===== src/rtl/mem_access_unit_pkg.sv =====
// Shared types for the MEM-stage access controller: FSM states, latched op bits
// and the byte sign-extension helper.
package mem_access_unit_pkg;

  typedef enum logic [2:0] {
    IDLE    = 3'd0,
    IND_RD  = 3'd1,
    IND_UPD = 3'd2,
    ACCESS  = 3'd3,
    HOLD    = 3'd4
  } lc3b_mem_state;

  typedef struct packed {
    logic read;
    logic write;
    logic indirect;
    logic byte_op;
  } lc3b_mem_op;

  function automatic logic [15:0] sext8_to_word(input logic [7:0] b);
    return {{8{b[7]}}, b};
  endfunction

endpackage


===== src/rtl/mem_access_unit_byte_align.sv =====
// Byte-lane steering between the 16-bit datapath and the data cache:
// byte enables, replicated store data and sign-extended byte load extract.
module mem_byte_align
  import mem_access_unit_pkg::*;
(
  input  logic        byte_op,
  input  logic        lane,
  input  logic [15:0] store_data,
  input  logic [15:0] rdata,
  output logic [1:0]  byte_en,
  output logic [15:0] wdata,
  output logic [15:0] load_data
);

  always_comb begin
    byte_en   = 2'b11;
    wdata     = store_data;
    load_data = rdata;
    if (byte_op) begin
      // Store byte goes to both lanes; byte_en picks which one the cache keeps.
      byte_en   = lane ? 2'b10 : 2'b01;
      wdata     = {store_data[7:0], store_data[7:0]};
      load_data = sext8_to_word(lane ? rdata[15:8] : rdata[7:0]);
    end
  end

endmodule


===== src/rtl/mem_access_unit.sv =====
// MEM-stage controller: runs loads/stores (incl. byte and indirect forms) against
// the data cache and stalls EX/MEM and upstream until the access retires.
module mem_access_unit
  import mem_access_unit_pkg::*;
#(
  parameter bit ALIGN_WORD = 1'b1
) (
  input  logic          clk,
  input  logic          rst_n,
  input  logic [15:0]   mem_addr_in,
  input  logic [15:0]   store_data_in,
  input  logic          mem_read_in,
  input  logic          mem_write_in,
  input  logic          indirect_in,
  input  logic          byte_op_in,
  input  logic          pipe_advance,
  input  logic          flush,
  input  logic [15:0]   dmem_rdata,
  input  logic          dmem_resp,
  output logic [15:0]   dmem_address,
  output logic          dmem_read,
  output logic          dmem_write,
  output logic [1:0]    dmem_byte_en,
  output logic [15:0]   dmem_wdata,
  output logic          load_memaddr,
  output logic [15:0]   next_memaddr,
  output logic [15:0]   mem_data_out,
  output logic          stall,
  output lc3b_mem_state state_dbg
);

  // Cache handshake: dmem_read/dmem_write rise with the request and stay high,
  // unchanged, until the cycle dmem_resp pulses; that cycle completes it.

  lc3b_mem_state state_q, state_d;
  lc3b_mem_op    op_q;
  logic [15:0]   addr_q, data_q, next_memaddr_q, mem_data_q;
  logic          flush_pend_q, flush_pend_d;
  logic          op_req, flush_eff, issue;
  logic [15:0]   word_addr;
  logic [1:0]    lane_be;
  logic [15:0]   lane_wdata, lane_load;

  assign op_req    = mem_read_in | mem_write_in;
  assign flush_eff = flush | flush_pend_q;
  assign issue     = (state_q == IDLE) && op_req && !flush;
  assign word_addr = ALIGN_WORD ? {addr_q[15:1], 1'b0} : addr_q;

  mem_byte_align u_align (
    .byte_op    (op_q.byte_op),
    .lane       (addr_q[0]),
    .store_data (data_q),
    .rdata      (dmem_rdata),
    .byte_en    (lane_be),
    .wdata      (lane_wdata),
    .load_data  (lane_load)
  );

  always_ff @(posedge clk or negedge rst_n) begin
    if (!rst_n) begin
      state_q <= IDLE;
    end else begin
      state_q <= state_d;
    end
  end

  always_comb begin
    state_d      = state_q;
    flush_pend_d = 1'b0;
    stall        = 1'b0;
    load_memaddr = 1'b0;
    dmem_read    = 1'b0;
    dmem_write   = 1'b0;
    dmem_address = 16'h0000;
    dmem_byte_en = 2'b00;
    dmem_wdata   = 16'h0000;
    case (state_q)
      IDLE: begin
        stall = rst_n & op_req & ~flush;
        if (issue) state_d = indirect_in ? IND_RD : ACCESS;
      end
      IND_RD: begin
        stall        = 1'b1;
        dmem_read    = 1'b1;
        dmem_address = word_addr;
        dmem_byte_en = 2'b11;
        if (dmem_resp) state_d = flush_eff ? IDLE : IND_UPD;
        else           flush_pend_d = flush_eff;
      end
      IND_UPD: begin
        stall        = 1'b1;
        load_memaddr = op_q.indirect & ~flush;
        state_d      = flush ? IDLE : ACCESS;
      end
      ACCESS: begin
        stall        = ~dmem_resp;
        dmem_read    = op_q.read;
        dmem_write   = op_q.write;
        dmem_address = op_q.byte_op ? addr_q : word_addr;
        dmem_byte_en = lane_be;
        dmem_wdata   = op_q.write ? lane_wdata : 16'h0000;
        // A squashed access still retires to IDLE; HOLD only protects a live one.
        if (dmem_resp) state_d = (flush_eff || pipe_advance) ? IDLE : HOLD;
        else           flush_pend_d = flush_eff;
      end
      HOLD: begin
        if (pipe_advance || flush) state_d = IDLE;
      end
      default: state_d = IDLE;
    endcase
  end

  always_ff @(posedge clk or negedge rst_n) begin
    if (!rst_n) begin
      op_q           <= '0;
      addr_q         <= 16'h0000;
      data_q         <= 16'h0000;
      next_memaddr_q <= 16'h0000;
      mem_data_q     <= 16'h0000;
      flush_pend_q   <= 1'b0;
    end else begin
      flush_pend_q <= flush_pend_d;
      if (issue) begin
        addr_q       <= mem_addr_in;
        data_q       <= store_data_in;
        // Read and write together is illegal; the write wins.
        op_q.read    <= mem_read_in & ~mem_write_in;
        op_q.write   <= mem_write_in;
        op_q.indirect <= indirect_in;
        op_q.byte_op <= byte_op_in;
      end
      if ((state_q == IND_RD) && dmem_resp && !flush_eff) begin
        next_memaddr_q <= dmem_rdata;
        addr_q         <= dmem_rdata;
      end
      if ((state_q == ACCESS) && dmem_resp && !flush_eff && op_q.read) begin
        mem_data_q <= lane_load;
      end
    end
  end

  assign next_memaddr = next_memaddr_q;
  assign mem_data_out = mem_data_q;
  assign state_dbg    = state_q;

endmodule


===== config.mk =====
export PLATFORM = sky130hd
export DESIGN_NAME = mem_access_unit
export DESIGN_NICKNAME = d
export VERILOG_FILES = /design/src/rtl/mem_access_unit_pkg.sv /design/src/rtl/mem_access_unit_byte_align.sv /design/src/rtl/mem_access_unit.sv
export SDC_FILE = /design/constraint.sdc
export NUM_CORES = 1
export LEC_CHECK = 0
export ABC_AREA = 1
export BUFFER_PORTS_ARGS = -buffer_cell sky130_fd_sc_hd__buf_2
export CAP_MARGIN = 20
export CELL_PAD_IN_SITES_DETAIL_PLACEMENT = 1
export CELL_PAD_IN_SITES_GLOBAL_PLACEMENT = 1
export CORE_ASPECT_RATIO = 0.5
export CORE_MARGIN = 5
export CORE_UTILIZATION = 34
export DETAILED_ROUTE_END_ITERATION = 12
export GPL_ROUTABILITY_DRIVEN = 0
export PLACE_DENSITY_LB_ADDON = 0.1
export SETUP_SLACK_MARGIN = 0.1
export SYNTH_ARGS = -nofsm -noshare
export SYNTH_HDL_FRONTEND = slang
export SYNTH_SLANG_ARGS = --single-unit

===== constraint.sdc =====
create_clock -name clk -period 1.9 [get_ports clk]
set_clock_uncertainty 0.1 [all_clocks]
set_input_delay 0.095 -clock clk [delete_from_list [all_inputs] [get_ports clk]]
set_output_delay 0.095 -clock clk [all_outputs]
set_load 0.005 [all_outputs]

==> summary.txt, run 1 <==
fin area: 0.00540 mm²
largest net degree at the start of global routing: 73
Post-synth EDFFs: 0
Critical Path Max Stage Delay: 0.47 ns
Sink Count: 72
leakage: 0.00301 µW
vias in the first global route: 3961
GR Util All Layers: 0.202
routing usage on met3: 0.0568
ys async rst share: 1.00
Area after DPL: 0.00428 mm²
H-tree Lvls: 3
largest area contributor in the netlist: dfrtp_1
Non-Filler Instances: 808
critical path launch point type: register
layout cells sized above 1: 0.313
crit path cell chain: inv_4 -> nand3_4 -> buf_8 -> nor2_4 -> inv_4 -> a21oi_1 -> buf_2
max_cap viols: 0
status: finished, final reports clean
yosys warns: 0
register area share after synthesis: 0.518
# DRC: 0
Setup CP Type: register to output pin
Chip Height: 81.5 µm
Post-DRT Antenna Nets: 0
clk slew on worst S/H paths: 0.06 ns
gr ovfl total: 0
Post-Syn Area: 0.00348 mm²
first-pass GRT wire length: 20000 µm
final-report hold violation count: 0
most numerous cell in the Yosys netlist: nand2_1
Die Width: 153 µm
Max Fclk: 566 MHz
clk buf depth: 2
Vias/cell: 4.52
routed wire length: 12400 µm
worst-skew pair later-pin latency: 0.33 ns
unique cell type count in the Yosys netlist: 21
setup TNS: 0 ns
Worst Path Max Fanout: 8
DR iter-0 viols: 153
final setup fails: 0
Placed Instances: 727
HP Class: input pin to register
Ant. Diodes: 0
fin util: 0.536
synth top area cells: dfrtp_1, nand2_1, nand3_1
PD cells: 1480 mW/mm²
RSZ-0062 raised after global routing: yes
Initial Util: 0.345
die footprint: 0.0125 mm²
GR Util met2: 0.364
drt first pass iters: 5
peak supply drop: 0.000542 V
Yosys top cell area share: 0.518
met1 usage: 0.249
Synth top cells by count: nand2_1, dfrtp_1, nor2_1, inv_1, nand3_1
WL/cell: 15.4 µm
most used cell along the critical path: inv_4
global route hottest layer: met2
Crit path arrival time: 1.57 ns
mean area per synthesized cell: 7.48 µm²
via count: 3653
period utilization: 0.930
Num CTS Buffers: 9
Mapped Cells: 465
Root Buffer: clkbuf_16
top_reg_cell synth: dfrtp_1
CORE AREA: 0.0101 mm²
Slew @ Worst Pin: 0.426 ns
IO buf count: 129
Slew Limit Headroom: 0.716
fin nets: 720
Critical Path End Type: output pin
highest-delay cell along the critical path: dfrtp_2
Row Count: 26
initial antenna violation count: 0
Seq cells post-synth: 72
count of final max-slew check failures: 0
I/O pins: 130
CTS tree: built
Critical Path RT: 1.70 ns
Post-Syn Nets: 522
DP Wirelength: 8470 µm
Area growth syn-to-layout: 55.3%
Tmin final: 1.77 ns
final cells by class:
class	instances	area, µm²
fill	1281	4680
sequential	72	1810
tap	140	175
clock buffer	9	225
timing repair buffer	202	1360
timing repair inverter	1	8.76
clock inverter	7	144
inverter	40	174
multi-input combinational	337	1510
critical path: cells and delay by family (launching register included):
family / cells / cell delay [ns]
AO/OA/AOI/OAI: 1 / 0.12
buffers and inverters: 4 / 0.46
flip-flops: 1 / 0.47
AND/OR/NAND/NOR: 2 / 0.20
report_power, final:
| group | total (µW) | switching, µW | internal [µW] | leakage (µW) |
|---|---|---|---|---|
| registers | 2780 | 537 | 2240 | 0.000911 |
| logic | 3120 | 1780 | 1340 | 0.00193 |
| clock network | 2090 | 670 | 1420 | 0.000172 |
cells by family after synthesis:
kind of cell / count (synthesis) / share of synthesized area
DFF: 72 / 0.518
buffers and inverters: 56 / 0.0745
and+or+nand+nor: 307 / 0.364
AOI/OAI and AO/OA: 30 / 0.0432
metrics by stage:
| stage | total power (µW) | hold WS [ns] | setup slack [ns] |
|---|---|---|---|
| 2_1_floorplan | 4260 | -0.301 | 0.499 |
| 3_3_place_gp | 5370 | 0.0695 | 0.264 |
| 3_5_place_dp | 5470 | 0.0620 | 0.240 |
| 4_1_cts | 7940 | 0.0184 | 0.111 |
| 5_1_grt | 8610 | 0.0514 | 0.0516 |
| 6_report | 7990 | 0.0284 | 0.133 |
path summary, 6_finish.rpt:
check                                 from          endpoint  slack [ns]  depth (start not counted)
min reg2reg                next_memaddr[0]   next_memaddr[0]        0.37                          2
max in group asynchronous            rst_n  mem_data_out[10]        1.11                          3
min                           pipe_advance      state_dbg[2]        0.03                          6
max                           state_dbg[2]    dmem_wdata[15]        0.13                          7
max reg2reg                   state_dbg[2]         addr_q[8]        0.18                          7
min in group asynchronous            rst_n         data_q[4]        0.22                          3
cells in the final DEF, fill, tap and decap left out, types with 2 or more instances in the layout:
master,count
nor2_4,3
dlygate4sd3_1,54
nor2_2,9
inv_1,30
clkinvlp_4,3
inv_2,4
o21ai_0,8
bufinv_16,4
nand2_4,4
buf_12,2
o21ai_1,6
dfrtp_1,69
buf_2,128
clkbuf_16,9
nand3_1,25
nand2_1,230
nand2_2,2
nand4_1,2
inv_4,3
buf_4,17
a21oi_2,7
dfrtp_2,3
nor2_1,25
a21oi_1,9
nand3_2,5
layer usage:
layer / part of all wire / up-vias / routed length, µm
met5: 0 / - / 0
met4: 0.0089 / 0 / 111
met3: 0.046 / 10 / 570
li1: - / 1817 / -
met1: 0.45 / 1749 / 5650
met2: 0.49 / 77 / 6100
state kept, by name (all words and copies together) (netlist names):
register,flops
addr_q,16
data_q,16
flush_pend_q,1
state_dbg,3
next_memaddr,16
op_q,4
mem_data_out,16
repair_timing:
item | in CTS | in global routing
setup buffers | 6 | 4
gates resized for setup | 20 | 17
hold endpoints to repair | 134 | 0
hold buffers | 54 | 0
pin swaps | 1 | 1
endpoints found under the setup margin | 25 | 31
gates cloned | 1 | 0
(Power assumes the default switching activity.)
==> inputs of run 2 (changes only) <==
SETUP_SLACK_MARGIN = 0.2   (was 0.1)
==> summary.txt, run 2 (synthesis results as in run 1) <==
Placed Instances: 727 (unchanged)
final-report hold violation count: 0 (unchanged)
layout cells sized above 1: 0.346 (+0.0332)
Ant. Diodes: 0 (unchanged)
critical path launch point type: register
die footprint: 0.0125 mm² (unchanged)
initial antenna violation count: 0 (unchanged)
count of final max-slew check failures: 0 (unchanged)
fin nets: 731 (+1.5%)
Max Fclk: 556 MHz (-1.8%)
Setup CP Type: register to output pin
Critical Path RT: 1.70 ns (about the same)
routed wire length: 13100 µm (+5.5%)
max_cap viols: 0 (unchanged)
peak supply drop: 0.000550 V (+1.5%)
vias in the first global route: 4043 (+2.1%)
Critical Path Max Stage Delay: 0.47 ns (about the same)
Place WS: 0.240 ns (unchanged)
Sink Count: 72 (unchanged)
most common cell after layout, fill and taps aside: nand2_1
DR WL met2: 6550 µm (+7.3%)
WL met3: 601 µm (+5.4%)
CP delay by family, top: flip-flops
setup TNS: 0 ns (unchanged)
Comb power frac: 0.411 (+0.020)
clk buf depth: 2 (unchanged)
most frequent cells in the layout: nand2_1, buf_2, dfrtp_1
gr ovfl total: 0 (unchanged)
Die Width: 153 µm (unchanged)
CTS tree: built
first-pass GRT wire length: 20400 µm (+2.1%)
met1 WL: 5790 µm (+2.6%)
Critical Path End Type: output pin
reported net switching power: 3140 µW (+5.4%)
Worst Path Max Fanout: 15 (+7)
# DRC: 0 (unchanged)
drt first pass iters: 4 (-1)
Crit path arrival time: 1.60 ns (+0.03 ns)
Critical path buffers and inverters: 3 (-1)
Tmin final: 1.80 ns (+0.0319 ns)
Final Total Pwr: 8260 µW (+3.4%)
cell-internal power: 5120 µW (+2.3%)
Seq pwr share: 0.336 (-0.012)
DR iter-0 viols: 170 (+11%)
worst-skew pair later-pin latency: 0.33 ns (about the same)
via count: 3752 (+2.7%)
leakage: 0.00309 µW (+2.5%)
Slew Limit Headroom: 0.719 (+0.00252)
HP Class: input pin to register
final setup fails: 0 (unchanged)
GR Util All Layers: 0.207 (+0.00523)
sw frac: 0.381 (+0.00711)
Setup WS post-layout: 0.101 ns (-0.0319 ns)
Vias/cell: 4.58 (+1.3%)
crit path cell chain: nor2_4 -> nand2_4 -> nand2_4 -> clkinvlp_4 -> buf_12 -> nor2_1 -> buf_2
RSZ-0062 raised after global routing: yes
Post-DRT Antenna Nets: 0 (unchanged)
Root Buffer: clkbuf_16
Non-Filler Instances: 819 (+1.4%)
Row Count: 26 (unchanged)
Slew @ Worst Pin: 0.422 ns (-0.00378 ns)
status: finished, final reports clean
DP Wirelength: 8470 µm (unchanged)
highest-delay cell along the critical path: dfrtp_2
period utilization: 0.947 (+0.0168)
largest net degree at the start of global routing: 73 (unchanged)
DR top layer: met4
IO buf count: 129 (unchanged)
CORE AREA: 0.0101 mm² (unchanged)
PD cells: 1460 mW/mm² (-0.94%)
WL/cell: 16.0 µm (+4.1%)
Initial Util: 0.345 (unchanged)
Filler Cells Inserted: 1262 (-1.5%)
clock power share: 0.253 (-0.008)
Chip Height: 81.5 µm (unchanged)
most used cell along the critical path: nand2_4
Num CTS Buffers: 9 (unchanged)
Min Hold Slack: 0.0589 ns (+0.0306 ns)
H-tree Lvls: 3 (unchanged)
I/O pins: 130 (unchanged)
clk slew on worst S/H paths: 0.06 ns (about the same)
Area growth syn-to-layout: 62.2%
==> run 2: worst paths after layout <==
kind / cells after the start / startpoint / to / slack, ns
max reg2reg: 8 / state_dbg[2] / data_q[7] / 0.27
min reg2reg: 2 / next_memaddr[0] / next_memaddr[0] / 0.37
min in group asynchronous: 3 / rst_n / data_q[1] / 0.25
max: 7 / state_dbg[1] / dmem_address[14] / 0.10
max in group asynchronous: 3 / rst_n / mem_data_out[10] / 1.09
min: 6 / pipe_advance / state_dbg[2] / 0.06
==> run 2: layer usage <==
| metal | vias up | track usage |
|---|---|---|
| met1 | 1806 | 0.251 |
| li1 | 1840 | - |
| met4 | 0 | 0.0391 |
| met2 | 91 | 0.378 |
| met5 | - | 0 |
| met3 | 15 | 0.0595 |
==> run 2: power by group through the flow <==
stage               clock (µW)  combinational, µW  sequential [µW]
global route              2210               3800             2870
finish                    2090               3390             2780
CTS                       2130               3120             2780
floorplan                    0               1620             2650
detailed placement           0               2700             2770
global placement             0               2620             2750
==> run 2: worst register-to-register path: stages (launching register included) <==
cell and delay [ns]:
dfrtp_2 0.46, buf_4 0.18, nor2_4 0.14, nand2_8 0.09, inv_12 0.06, buf_4 0.20
buf_4 0.20, nand2_1 0.08, nand2_1 0.06
==> run 2: cell type report <==
type | instances | area (µm²) | area share
well taps | 140 | 175 | 0.0310
clock inverters | 7 | 144 | 0.0255
inverters | 40 | 180 | 0.0319
multi-input cells | 337 | 1620 | 0.286
clock buffers | 9 | 225 | 0.0399
flip-flops and latches | 72 | 1810 | 0.320
repair buffers | 213 | 1490 | 0.264
repair inverters | 1 | 8.76 | 0.00155
==> run 2: stage by stage <==
step | utilization | instance area [µm²]
2_1_floorplan | - | 3480
3_3_place_gp | 0.424 | 4280
3_5_place_dp | 0.424 | 4280
4_1_cts | 0.534 | 5390
5_1_grt | 0.559 | 5640
6_report | 0.559 | 5640
==> run 2: repair_timing <==
| item | 4_1_cts | 5_1_grt |
|---|---|---|
| cloned | 1 | 0 |
| setup endpoints to repair | 28 | 84 |
| endpoints found under the hold margin | 134 | 0 |
| setup buffers | 12 | 9 |
| gates resized for setup | 26 | 46 |
| hold buffers | 54 | 0 |
| pin swaps | 1 | 4 |
==> inputs of run 3 (changes only) <==
--- a/config.mk
+++ b/config.mk
@@ -14,4 +14,5 @@
 export CORE_MARGIN = 5
 export CORE_UTILIZATION = 34
+export CTS_CLUSTER_DIAMETER = 150
 export DETAILED_ROUTE_END_ITERATION = 12
 export GPL_ROUTABILITY_DRIVEN = 0
==> constraint.sdc (replaced) <==
create_clock -name clk -period 1.9 [get_ports clk]
set_clock_uncertainty 0.1 [all_clocks]
set_input_delay 0.095 -clock clk [delete_from_list [all_inputs] [get_ports clk]]
set_output_delay 0.095 -clock clk [all_outputs]
set_load 0.1 [all_outputs]
==> summary.txt, run 3 (synthesis results as in run 1) <==
Post-DRT Antenna Nets: 0 (unchanged)
via count: 3951 (+5.3%)
GR Util All Layers: 0.228 (+0.0206)
most frequent cells in the layout: nand2_1, buf_2, dfrtp_1
Area after DPL: 0.00514 mm² (+20%)
worst r2r src: state_dbg[2]
initial antenna violation count: 0 (unchanged)
register area: 0.00181 mm² (+0.42%)
footprint of the multi-input gates: 0.00190 mm² (+17%)
Hold Path Stages: 6 (unchanged)
die footprint: 0.0125 mm² (unchanged)
period utilization: 1.10 (+0.148)
critical path launch point type: register
fin nets: 735 (+0.55%)
worst reg-to-reg path cell count: 10 (+2)
Critical Path End Type: output pin
count of final max-slew check failures: 0 (unchanged)
Max Fclk: 481 MHz (-14%)
Tmin final: 2.08 ns (+0.282 ns)
CTS tree: built
clk buf depth: 2 (unchanged)
fin area: 0.00660 mm² (+17%)
Crit path arrival time: 1.89 ns (+0.29 ns)
HP Class: input pin to register
Chip Height: 81.5 µm (unchanged)
Setup WS post-layout: -0.181 ns (-0.282 ns)
Initial Util: 0.345 (unchanged)
worst setup path end: stall
first-pass GRT wire length: 22200 µm (+8.6%)
largest net degree at the start of global routing: 73 (unchanged)
Min Hold Slack: 0.245 ns (+0.186 ns)
failing checks: setup timing
DR top layer: met4
min-delay src: flush
clk slew on worst S/H paths: 0.06 ns (about the same)
WL met3: 775 µm (+29%)
DP Wirelength: 8850 µm (+4.5%)
Row Count: 26 (unchanged)
I/O pins: 130 (unchanged)
IO buf count: 129 (unchanged)
setup TNS: -2.37 ns (-2.37 ns)
status: finished, violations left
Critical Path RT: 1.70 ns (about the same)
max_cap viols: 0 (unchanged)
Vias/cell: 4.80 (+4.8%)
Num CTS Buffers: 9 (unchanged)
met1 WL: 6520 µm (+13%)
Area growth syn-to-layout: 89.6%
Ant. Diodes: 0 (unchanged)
layout cells sized above 1: 0.400 (+0.0536)
most common cell after layout, fill and taps aside: nand2_1
CORE AREA: 0.0101 mm² (unchanged)
drt first pass iters: 4 (unchanged)
r2r setup slk: 0.05 ns (-0.22 ns)
Slew @ Worst Pin: 0.976 ns (+0.554 ns)
gr ovfl total: 0 (unchanged)
Place WS: 0.103 ns (-0.137 ns)
Worst Path Max Fanout: 11 (-4)
vias in the first global route: 4220 (+4.4%)
Setup CP Type: register to output pin
Slew Limit Headroom: 0.349 (-0.370)
Die Width: 153 µm (unchanged)
DR WL met2: 8770 µm (+34%)
WL/cell: 19.8 µm (+24%)
routed wire length: 16300 µm (+25%)
Sink Count: 72 (unchanged)
final setup fails: 32 (+32)
H-tree Lvls: 3 (unchanged)
DR iter-0 viols: 193 (+14%)
# DRC: 0 (unchanged)
crit path launch: state_dbg[1]
Filler Cells Inserted: 1148 (-9.0%)
Reg-to-Reg End: mem_data_out[8]
final-report hold violation count: 0 (unchanged)
RSZ-0062 raised after global routing: yes
worst-skew pair later-pin latency: 0.34 ns (about the same)
Root Buffer: clkbuf_16
==> run 3: changes by cell type in the layout (fill, tap and decap cells not counted), sizes merged <==
| cell | change |
|---|---|
| clkinv | +3 |
| inv | -1 |
| clkinvlp | -2 |
| clkbuf | +2 |
| dlygate4sd3 | +1 |
| buf | +2 |
| bufinv | -1 |
==> run 3: worst min path at each step <==
stage / to / slack, ns
6_report: state_dbg[0] / 0.25
5_1_grt: data_q[12] / 0.30
4_1_cts: state_dbg[2] / 0.11
3_5_place_dp: data_q[8] / 0.20
3_3_place_gp: data_q[6] / 0.19
2_1_floorplan: addr_q[0] / -0.30
==> run 3: through the flow <==
| stage | instances | utilization |
|---|---|---|
| floorplan | 465 | - |
| global placement | 731 | 0.509 |
| detailed placement | 731 | 0.509 |
| CTS | 810 | 0.619 |
| global route | 823 | 0.654 |
| finish | 823 | 0.654 |
==> run 3: routing by layer <==
| layer | vias to the layer above | global-route usage |
|---|---|---|
| met4 | 0 | 0.0444 |
| met2 | 106 | 0.429 |
| li1 | 1843 | - |
| met3 | 21 | 0.0747 |
| met5 | - | 0 |
| met1 | 1981 | 0.259 |
==> run 3: repair_timing <==
item	4_1_cts	5_1_grt
buffers inserted	8	11
cloned	0	2
endpoints found under the setup margin	77	62
resized for setup	36	66
hold endpoints to repair	136	0
hold buffers	55	0
pin swaps	3	12
==> run 3: layout make-up <==
type,instances,area share
Multi-Input combinational cell,337,0.287
Timing Repair Buffer,218,0.331
Clock buffer,9,0.0341
Sequential cell,72,0.275
Clock inverter,7,0.0182
Inverter,40,0.0283
Tap cell,140,0.0266
==> run 3: critical path, stage by stage, from the launching register on <==
cell,delay [ns]
dfrtp_4,0.53
nor2_4,0.15
nand2_1,0.12
inv_2,0.11
nand2_4,0.07
inv_8,0.10
nand2_1,0.08
nand4_1,0.16
buf_12,0.20
Power of run 3 is not shown: default switching activity piles up to over one toggle a cycle in this logic, so the estimate is an artifact.
